--- src/rtl/uart_rx_core.sv ---
// UART receiver: 2-flop sync, 16x oversampled majority-vote FSM, show-ahead FIFO.
// Define UART_RX_PARITY_EN to add a parity bit after the data bits.
module uart_rx_core #(
    parameter int CLK_FREQ   = 20_000_000,
    parameter int BAUD       = 115200,
    parameter int DATA_BITS  = 8,
    parameter int STOP_BITS  = 1,
    parameter int FIFO_DEPTH = 4,
    parameter int PARITY_ODD = 0
) (
    input  logic                          SYS_CLK,
    input  logic                          RST_N,
    input  logic                          Rxd,
    input  logic                          rd_en,
    output logic [DATA_BITS-1:0]          rx_data,
    output logic                          rx_valid,
    output logic                          rx_busy,
    output logic                          frame_err,
    output logic                          overrun_err,
    output logic                          parity_err,
    output logic [$clog2(FIFO_DEPTH):0]   fifo_count
);

    localparam int DIV_RAW = CLK_FREQ / (BAUD * 16);
    localparam int DIV     = (DIV_RAW < 1) ? 1 : DIV_RAW;
    localparam int DW      = $clog2(DIV + 1);
    localparam int AW      = $clog2(FIFO_DEPTH);

    if (DATA_BITS < 5 || DATA_BITS > 9 || STOP_BITS < 1 || STOP_BITS > 2 ||
        FIFO_DEPTH < 2 || (FIFO_DEPTH & (FIFO_DEPTH - 1)) != 0 ||
        PARITY_ODD < 0 || PARITY_ODD > 1) begin : g_bad_cfg
        $error("uart_rx_core: illegal parameter set");
    end

`ifdef UART_RX_PARITY_EN
    typedef enum logic [2:0] {IDLE, START, DATA, PARITY, STOP, BREAK} state_t;
`else
    typedef enum logic [2:0] {IDLE, START, DATA, STOP, BREAK} state_t;
`endif

    state_t               state_q, state_d;
    logic                 rx_s1_q, rx_s2_q, rx_prev_q;
    logic [DW-1:0]        div_q, div_d;
    logic [3:0]           tick_q, tick_d;
    logic [3:0]           bit_q, bit_d;
    logic                 s7_q, s7_d, s8_q, s8_d;
    logic [DATA_BITS-1:0] shift_q, shift_d;
    logic                 bad_q, bad_d;
    logic                 fe_q, fe_d, ov_q;
    logic                 fall, start_det, tick, samp9, vote, wr;

    logic [DATA_BITS-1:0] mem [FIFO_DEPTH];
    logic [AW-1:0]        wp_q, rp_q;
    logic [AW:0]          cnt_q, cnt_d;
    logic                 full, empty, do_rd, do_wr, ovr;

    assign fall      = rx_prev_q & ~rx_s2_q;
    assign start_det = (state_q == IDLE) & fall;
    assign tick      = (div_q == DW'(DIV - 1));
    assign samp9     = tick & (tick_q == 4'd9);
    assign vote      = (s7_q & s8_q) | (s7_q & rx_s2_q) | (s8_q & rx_s2_q);

    always_comb begin
        div_d  = (start_det || tick) ? '0 : div_q + 1'b1;
        tick_d = start_det ? 4'd0 : (tick ? tick_q + 4'd1 : tick_q);
        s7_d   = (tick && tick_q == 4'd7) ? rx_s2_q : s7_q;
        s8_d   = (tick && tick_q == 4'd8) ? rx_s2_q : s8_q;
    end

`ifdef UART_RX_PARITY_EN
    logic pe_q, pe_d;
`endif

    always_comb begin
        state_d = state_q;
        bit_d   = bit_q;
        shift_d = shift_q;
        bad_d   = bad_q;
        fe_d    = 1'b0;
        wr      = 1'b0;
`ifdef UART_RX_PARITY_EN
        pe_d    = 1'b0;
`endif
        unique case (state_q)
            IDLE: if (fall) begin
                state_d = START;
                bad_d   = 1'b0;
                bit_d   = '0;
            end
            START: if (samp9) begin
                state_d = vote ? IDLE : DATA;
                bit_d   = '0;
            end
            DATA: if (samp9) begin
                shift_d = {vote, shift_q[DATA_BITS-1:1]};
                if (bit_q == 4'(DATA_BITS - 1)) begin
                    bit_d = '0;
`ifdef UART_RX_PARITY_EN
                    state_d = PARITY;
`else
                    state_d = STOP;
`endif
                end else begin
                    bit_d = bit_q + 4'd1;
                end
            end
`ifdef UART_RX_PARITY_EN
            PARITY: if (samp9) begin
                if (vote != ((^shift_q) ^ 1'(PARITY_ODD))) begin
                    pe_d  = 1'b1;
                    bad_d = 1'b1;
                end
                state_d = STOP;
            end
`endif
            STOP: if (samp9) begin
                if (!vote) begin
                    fe_d    = 1'b1;
                    state_d = BREAK;
                end else if (bit_q == 4'(STOP_BITS - 1)) begin
                    // Leave at mid-stop so the next start edge is not missed
                    wr      = ~bad_q;
                    state_d = IDLE;
                end else begin
                    bit_d = bit_q + 4'd1;
                end
            end
            BREAK: if (rx_s2_q) state_d = IDLE;
            default: state_d = IDLE;
        endcase
    end

    assign full  = (cnt_q == (AW+1)'(FIFO_DEPTH));
    assign empty = (cnt_q == '0);
    assign do_rd = rd_en & ~empty;
    assign do_wr = wr & (~full | do_rd);
    assign ovr   = wr & full & ~do_rd;

    always_comb begin
        cnt_d = cnt_q;
        unique case ({do_wr, do_rd})
            2'b10:   cnt_d = cnt_q + 1'b1;
            2'b01:   cnt_d = cnt_q - 1'b1;
            default: cnt_d = cnt_q;
        endcase
    end

    always_ff @(posedge SYS_CLK or negedge RST_N) begin
        if (!RST_N) begin
            state_q   <= IDLE;
            rx_s1_q   <= 1'b1;
            rx_s2_q   <= 1'b1;
            rx_prev_q <= 1'b1;
            div_q     <= '0;
            tick_q    <= '0;
            bit_q     <= '0;
            s7_q      <= 1'b1;
            s8_q      <= 1'b1;
            shift_q   <= '0;
            bad_q     <= 1'b0;
            fe_q      <= 1'b0;
            ov_q      <= 1'b0;
            wp_q      <= '0;
            rp_q      <= '0;
            cnt_q     <= '0;
        end else begin
            state_q   <= state_d;
            rx_s1_q   <= Rxd;
            rx_s2_q   <= rx_s1_q;
            rx_prev_q <= rx_s2_q;
            div_q     <= div_d;
            tick_q    <= tick_d;
            bit_q     <= bit_d;
            s7_q      <= s7_d;
            s8_q      <= s8_d;
            shift_q   <= shift_d;
            bad_q     <= bad_d;
            fe_q      <= fe_d;
            ov_q      <= ovr;
            wp_q      <= do_wr ? wp_q + 1'b1 : wp_q;
            rp_q      <= do_rd ? rp_q + 1'b1 : rp_q;
            cnt_q     <= cnt_d;
        end
    end

    always_ff @(posedge SYS_CLK) begin
        if (do_wr) mem[wp_q] <= shift_q;
    end

`ifdef UART_RX_PARITY_EN
    always_ff @(posedge SYS_CLK or negedge RST_N) begin
        if (!RST_N) pe_q <= 1'b0;
        else        pe_q <= pe_d;
    end
    assign parity_err = pe_q;
`else
    assign parity_err = 1'b0;
`endif

    assign rx_valid    = ~empty;
    assign rx_data     = empty ? '0 : mem[rp_q];
    assign rx_busy     = (state_q != IDLE);
    assign frame_err   = fe_q;
    assign overrun_err = ov_q;
    assign fifo_count  = cnt_q;

endmodule
--- config.mk ---
export PLATFORM = sky130hd
export DESIGN_NAME = uart_rx_core
export DESIGN_NICKNAME = d
export VERILOG_FILES = /design/src/rtl/uart_rx_core.sv
export SDC_FILE = /design/constraint.sdc
export NUM_CORES = 1
export LEC_CHECK = 0
export ABC_AREA = 1
export ABC_CLOCK_PERIOD_IN_PS = 2300
export CAP_MARGIN = 5
export CORE_MARGIN = 8
export CORE_UTILIZATION = 59
export CTS_CLUSTER_DIAMETER = 60
export DETAILED_ROUTE_END_ITERATION = 10
export PLACE_DENSITY_LB_ADDON = 0.1
export SLEW_MARGIN = 20
export SYNTH_ARGS = -nofsm -noshare
export SYNTH_HDL_FRONTEND = slang
export SYNTH_SLANG_ARGS = --single-unit
--- constraint.sdc ---
create_clock -name SYS_CLK -period 2.3 [get_ports SYS_CLK]
set_input_delay 0.23 -clock SYS_CLK [delete_from_list [all_inputs] [get_ports SYS_CLK]]
set_output_delay 0.23 -clock SYS_CLK [all_outputs]
set_load 0.01 [all_outputs]
# After elaboration in Yosys (flattened, before gate mapping)
# Memories as Yosys holds them, arrays and structs flattened.
# Index checks and enable logic that the tools add are counted.
word_totals:
  reg_bits: 37
  mem_bits_rw: 32
  in_bits: 4
  output_inout_bits: 16
  n_memories: 1
memory_table:
  columns: ["name", "depth", "width", "read_ports", "rd_ports_with_merged_regs", "wr", "line_no", "source"]
  rows:
  - ["mem", 4, 8, 1, 0, 1, "52", "logic [DATA_BITS-1:0] mem [FIFO_DEPTH];"]
op_classes:
  n_addsub: 7
  eq_ne: 21
  muxes: 32
  n_bitwise: 17
  n_reduce_logical: 13
ops:
  columns: ["op", "count"]
  rows:
  - ["2-to-1 mux 4 bit", 10]
  - ["2-to-1 mux 3 bit", 8]
  - ["!= test 2 bit (second input constant)", 8]
  - ["case mux 4 bit (4 select lines)", 1]
  - ["case mux 3 bit (5 select lines)", 1]
  - ["AND reduction 7 bit", 2]
  - ["adder 4 x 1 -> 4 bit (second input constant)", 3]
  - ["== test 4 bit (second input constant)", 3]
  - ["AND 1 bit", 10]
  - ["2-to-1 mux 1 bit", 9]
  - ["== test 4 x 3 -> 1 bit (second input constant)", 2]
  - ["2-to-1 mux 8 bit", 1]
  - ["== test 3 x 2 -> 1 bit (second input constant)", 2]
  - ["== test 3 bit (second input constant)", 2]
  - ["zero test 3 bit", 2]
  - ["case mux 3 bit (2 select lines)", 1]
  - ["adder 2 x 1 -> 2 bit (second input constant)", 2]
  - ["zero test 4 bit", 1]
  - ["NOT 1 bit", 4]
  - ["nonzero test 2 bit", 2]
  - ["nonzero test 4 bit", 1]
  - ["adder 3 x 1 -> 3 bit (second input constant)", 1]
  - ["== test 3 x 1 -> 1 bit (second input constant)", 1]
  - ["!= test 3 bit (second input constant)", 1]
  - ["9 further kinds", 12]

# Longest topological paths before layout
logic_depth:
  ltp_word: 9
  mapped_depth: 13

# Worst setup path after synthesis
# Ideal clock, no wire load.
synth_path:
  path_type: "register -> register"
  startpoint: "reg div_q[1]"
  endpoint: "mem mem[0][0], enable pin"
  setup_time_ns: 0.371
  arrival_time_ns: 1.547
  required_time_ns: 1.929
  path_slack_ns: 0.382
  path_stages_with_launch: 9
  synth_period_minus_slack_ns: 1.918
  path_cell_list: "dfrtp_1 > inv_1 > ha_1 > nand3_2 > nor2_4 > nand2_2 > nor2_4 > nand2_2 > nor2_1"
synth_via:
  elab_chain_len: 7
synth_lines:
  columns: ["item", "line_no", "source"]
  rows:
  - ["start, declared", "43", "logic [DW-1:0] div_q, div_d;"]
  - ["start signal, assigned", "171", "div_q <= div_d;"]
  - ["== test 4 bit", "59", "assign tick = (div_q == DW'(DIV - 1));"]
  - ["AND 1 bit", "60", "assign samp9 = tick & (tick_q == 4'd9);"]
  - ["2-to-1 mux 1 bit", "116", "STOP: if (samp9) begin"]
  - ["2-to-1 mux 1 bit", "84", "unique case (state_q)"]
  - ["AND 1 bit", "136", "assign do_wr = wr & (~full | do_rd);"]
  - ["2-to-1 mux 1 bit", "187", "if (do_wr) mem[wp_q] <= shift_q;"]
  - ["2-to-1 mux 1 bit (not written as such)", "187", null]
  - ["end, declared", "52", null]
# No other way between the ends.

# Final worst setup path
layout_path:
  startpoint: "reg rp_q[0]"
  endpoint: "out rx_data[2]"
layout_via:
  elab_chain_len: 2
layout_lines:
  columns: ["item", "line_no", "source"]
  rows:
  - ["start, declared", "53", "logic [AW-1:0] wp_q, rp_q;"]
  - ["start signal, assigned", "181", "rp_q <= do_rd ? rp_q + 1'b1 : rp_q;"]
  - ["memory read (4 x 8 bit)", null, null]
  - ["2-to-1 mux 8 bit", "201", "assign rx_data = empty ? '0 : mem[rp_q];"]
  - ["end, declared", "15", "output logic [DATA_BITS-1:0] rx_data,"]
# No other way between the ends.

==> impl_metrics.toml <==
[outcome]
status = "finished, final reports clean"

[sta]
post-route-period-util_pct = 94.8
setup_tns_ns = 0
rsz0062_at_grt = "false"
finalSetupViolations = 0
skew_ns = 0.00884
timing.fmax_ghz = 0.459
slew_violations = 0
worstMarginPinSlew_ns = 0.806
min_period_ns = 2.18
finalHoldViolCount = 0
relSlewSlack_pct = 46.3
final.setup.worst_slack_ns = 0.119

[logic_synthesis]
synth_compound_area_share_pct = 8.69
synthAdderAreaFrac_pct = 4.86
postSynthAreaPerCell_um2 = 10.2
yosys-top-cells-area = "edfxtp_1 (30%), dfrtp_1 (25%), nor2_1 (6.5%)"
netlist_area_mm2 = 0.00324
synth_mux_area_share_pct = 0.347
syn_nets = 333
synth_cell_types = 39
synthFlopType = "edfxtp_1"
synth_xor_area_share_pct = 2.12
synth_area_leader_cell = "edfxtp_1"
synth_top_family_by_area = "simple AND/OR/NAND/NOR gates"
async_reset_ff_share_pct = 53.6
synth_edf_count = 32
synth_warnings = 0
seq_area_frac_synth_pct = 58.4
synth_top_cell_area_share_pct = 29.7
ys_ff_latch = 69
postSynthCellCount = 317
yosys.area_share.simple_pct = 20.5

[critical_path]
cp_max_fo = 18
cp_cell_sequence = "inv_4 -> o21ai_0 -> a21oi_1 -> clkdlybuf4s50_1"
worst_setup_path_start_kind = "flop"
endpoint_kind = "primary output"
cpPeakStageDelay_ns = 0.58
crit_type = "reg2out"
cp_slowest_cell = "dfrtp_4"
required_ns = 2.07
worst-endpoint-arrival_ns = 1.95

[place]
io_buffer_count = 18
dp_slack_ns = 0.228
dp_hpwl_um = 3920
gp_congestion = 0.837

[clock_tree]
cts_buffers = 9
clkTransAtPathRegs_ns = 0.07
root_buffer = "clkbuf_8"
cts_tree = "done"
cts_buffer_depth = 2
htreeDepth = 3
cts_setup_buffers = 0
clk_latency_ns = 0.34
clock-sinks = 69

[finish]
antenna_cells = 0
drive_gt1_share_pct = 15.4
final_nets = 361
fin_util_pct = 68.5
area_growth_pct = 14.2

[global_routing]
grt_pass1_vias = 2082
grt.overflow.total = 0
grt_pass1_wl_um = 9660
grt_use_total_pct = 14.7
grt_max_degree = 38
antenna_found_initial = 0

[power]
p_per_area_mw_per_mm2 = 1080
p_leak_nw = 1.53
power.total_mw = 3.99
peakVddDrop_mv = 0.693

[routing]
ant_nets = 0
drc = 0
wl_per_cell_um = 13.3
num_vias = 2179
viasPerCell = 5.16
wl_um = 5600
drt-pass1-iter-count = 4
drt_iter0_drc = 108

[die]
initial_utilization_pct = 60.0
io_pins = 20
coreArea_mm2 = 0.00541
die_h_um = 90.1
die_x_um = 90.1
rows = 27
die_area_mm2 = 0.00812

[flow_run]
cap_violations = 0

[hold_path]
holdCritPathClass = "in2reg"
==> registers in the layout, summed over array words and instances (netlist names) <==
| signal | cells |
|---|---|
| mem | 32 |
| shift_q | 8 |
| tick_q | 4 |
| rp_q | 2 |
| overrun_err | 1 |
| rx_s1_q | 1 |
| frame_err | 1 |
| rx_s2_q | 1 |
| wp_q | 2 |
| s7_q | 1 |
| s8_q | 1 |
| fifo_count | 3 |
| bit_q | 4 |
| div_q | 4 |
| rx_prev_q | 1 |
| state_q | 3 |
==> critical path, delay by kind of cell, from the launching register on <==
| kind | cells | cell delay, ns |
|---|---|---|
| buf+inv | 2 | 0.73 |
| flops | 1 | 0.58 |
| compound gates | 2 | 0.31 |
==> final timing paths <==
check                      startpoint       endpoint  slack (ns)  cells past startpoint
max                           rp_q[0]     rx_data[2]        0.12                      4
min                               Rxd        rx_s1_q        0.30                      1
max reg2reg                  div_q[1]  fifo_count[2]        0.24                     13
min reg2reg                   rx_s1_q        rx_s2_q        0.36                      0
max in group asynchronous       RST_N        rp_q[0]        1.19                      2
min in group asynchronous       RST_N  fifo_count[1]        0.51                      2
==> routing by layer <==
layer	share of wire, %	track usage [%]
met2	47	23.1
met4	2.5	9.15
met3	3.0	3.24
met1	48	18.0
met5	0	0
==> Yosys cell counts (2+ instances only) <==
master,instances
nor2_1,56
nand2_1,38
dfrtp_1,32
edfxtp_1,32
inv_1,30
o21ai_0,22
nand3_1,16
a21oi_1,14
ha_1,11
nand2_2,8
o21ai_1,6
dfstp_2,5
nor2_4,5
nand3_2,4
nor3_1,4
xor2_1,4
buf_2,3
clkbuf_1,2
inv_2,2
nand4_1,2
nor2_2,2
xnor2_1,2
==> what timing repair did <==
| action | in CTS | in global routing |
|---|---|---|
| endpoints found under the hold margin | 23 | 0 |
| resized for setup | 1 | 3 |
| hold buffers | 1 | 0 |
| endpoints found under the setup margin | 8 | 5 |
==> metrics by stage <==
step / hold WS, ns / cells / cell area (um2)
detailed placement: 0.349 / 405 / 3500
floorplan: -0.0656 / 317 / 3240
global placement: 0.348 / 405 / 3500
global route: 0.293 / 422 / 3700
finish: 0.301 / 422 / 3700
CTS: 0.290 / 422 / 3700
==> cells in the final DEF (no fill, tap or decap), types with 9 or more instances in the layout <==
master | netlist | routed
dfrtp_1 | 32 | 31
edfxtp_1 | 32 | 32
inv_1 | 30 | 30
ha_1 | 11 | 11
clkbuf_8 | 0 | 9
nand3_1 | 16 | 16
o21ai_0 | 22 | 22
nor2_1 | 56 | 56
a21oi_1 | 14 | 14
nand2_1 | 38 | 38
clkdlybuf4s50_1 | 0 | 17
==> logic make-up (layout without fill, tap and decap cells) <==
group           after synthesis  after routing
xor+xnor                      7              7
mux                           1              1
buf+inv                      39             72
flops                        69             69
other cells                   1              1
fa+ha+maj                    12             12
simple gates                140            140
compound gates               48             48
==> power by group <==
group / total, mW / internal, mW / switching [mW]
Sequential: 1.61 / 1.42 / 0.195
Clock: 0.931 / 0.494 / 0.437
Combinational: 1.45 / 0.652 / 0.793
==> area by class of cell <==
| cell class | instances | area, um2 |
|---|---|---|
| Sequential cell | 69 | 1900 |
| Fill cell | 428 | 1700 |
| Multi-Input combinational cell | 209 | 1190 |
| Timing Repair Buffer | 24 | 223 |
| Clock buffer | 11 | 131 |
| Inverter | 32 | 123 |
| Tap cell | 72 | 90.1 |
| Clock inverter | 5 | 51.3 |
Note: power is estimated with default switching activity, not from simulation.
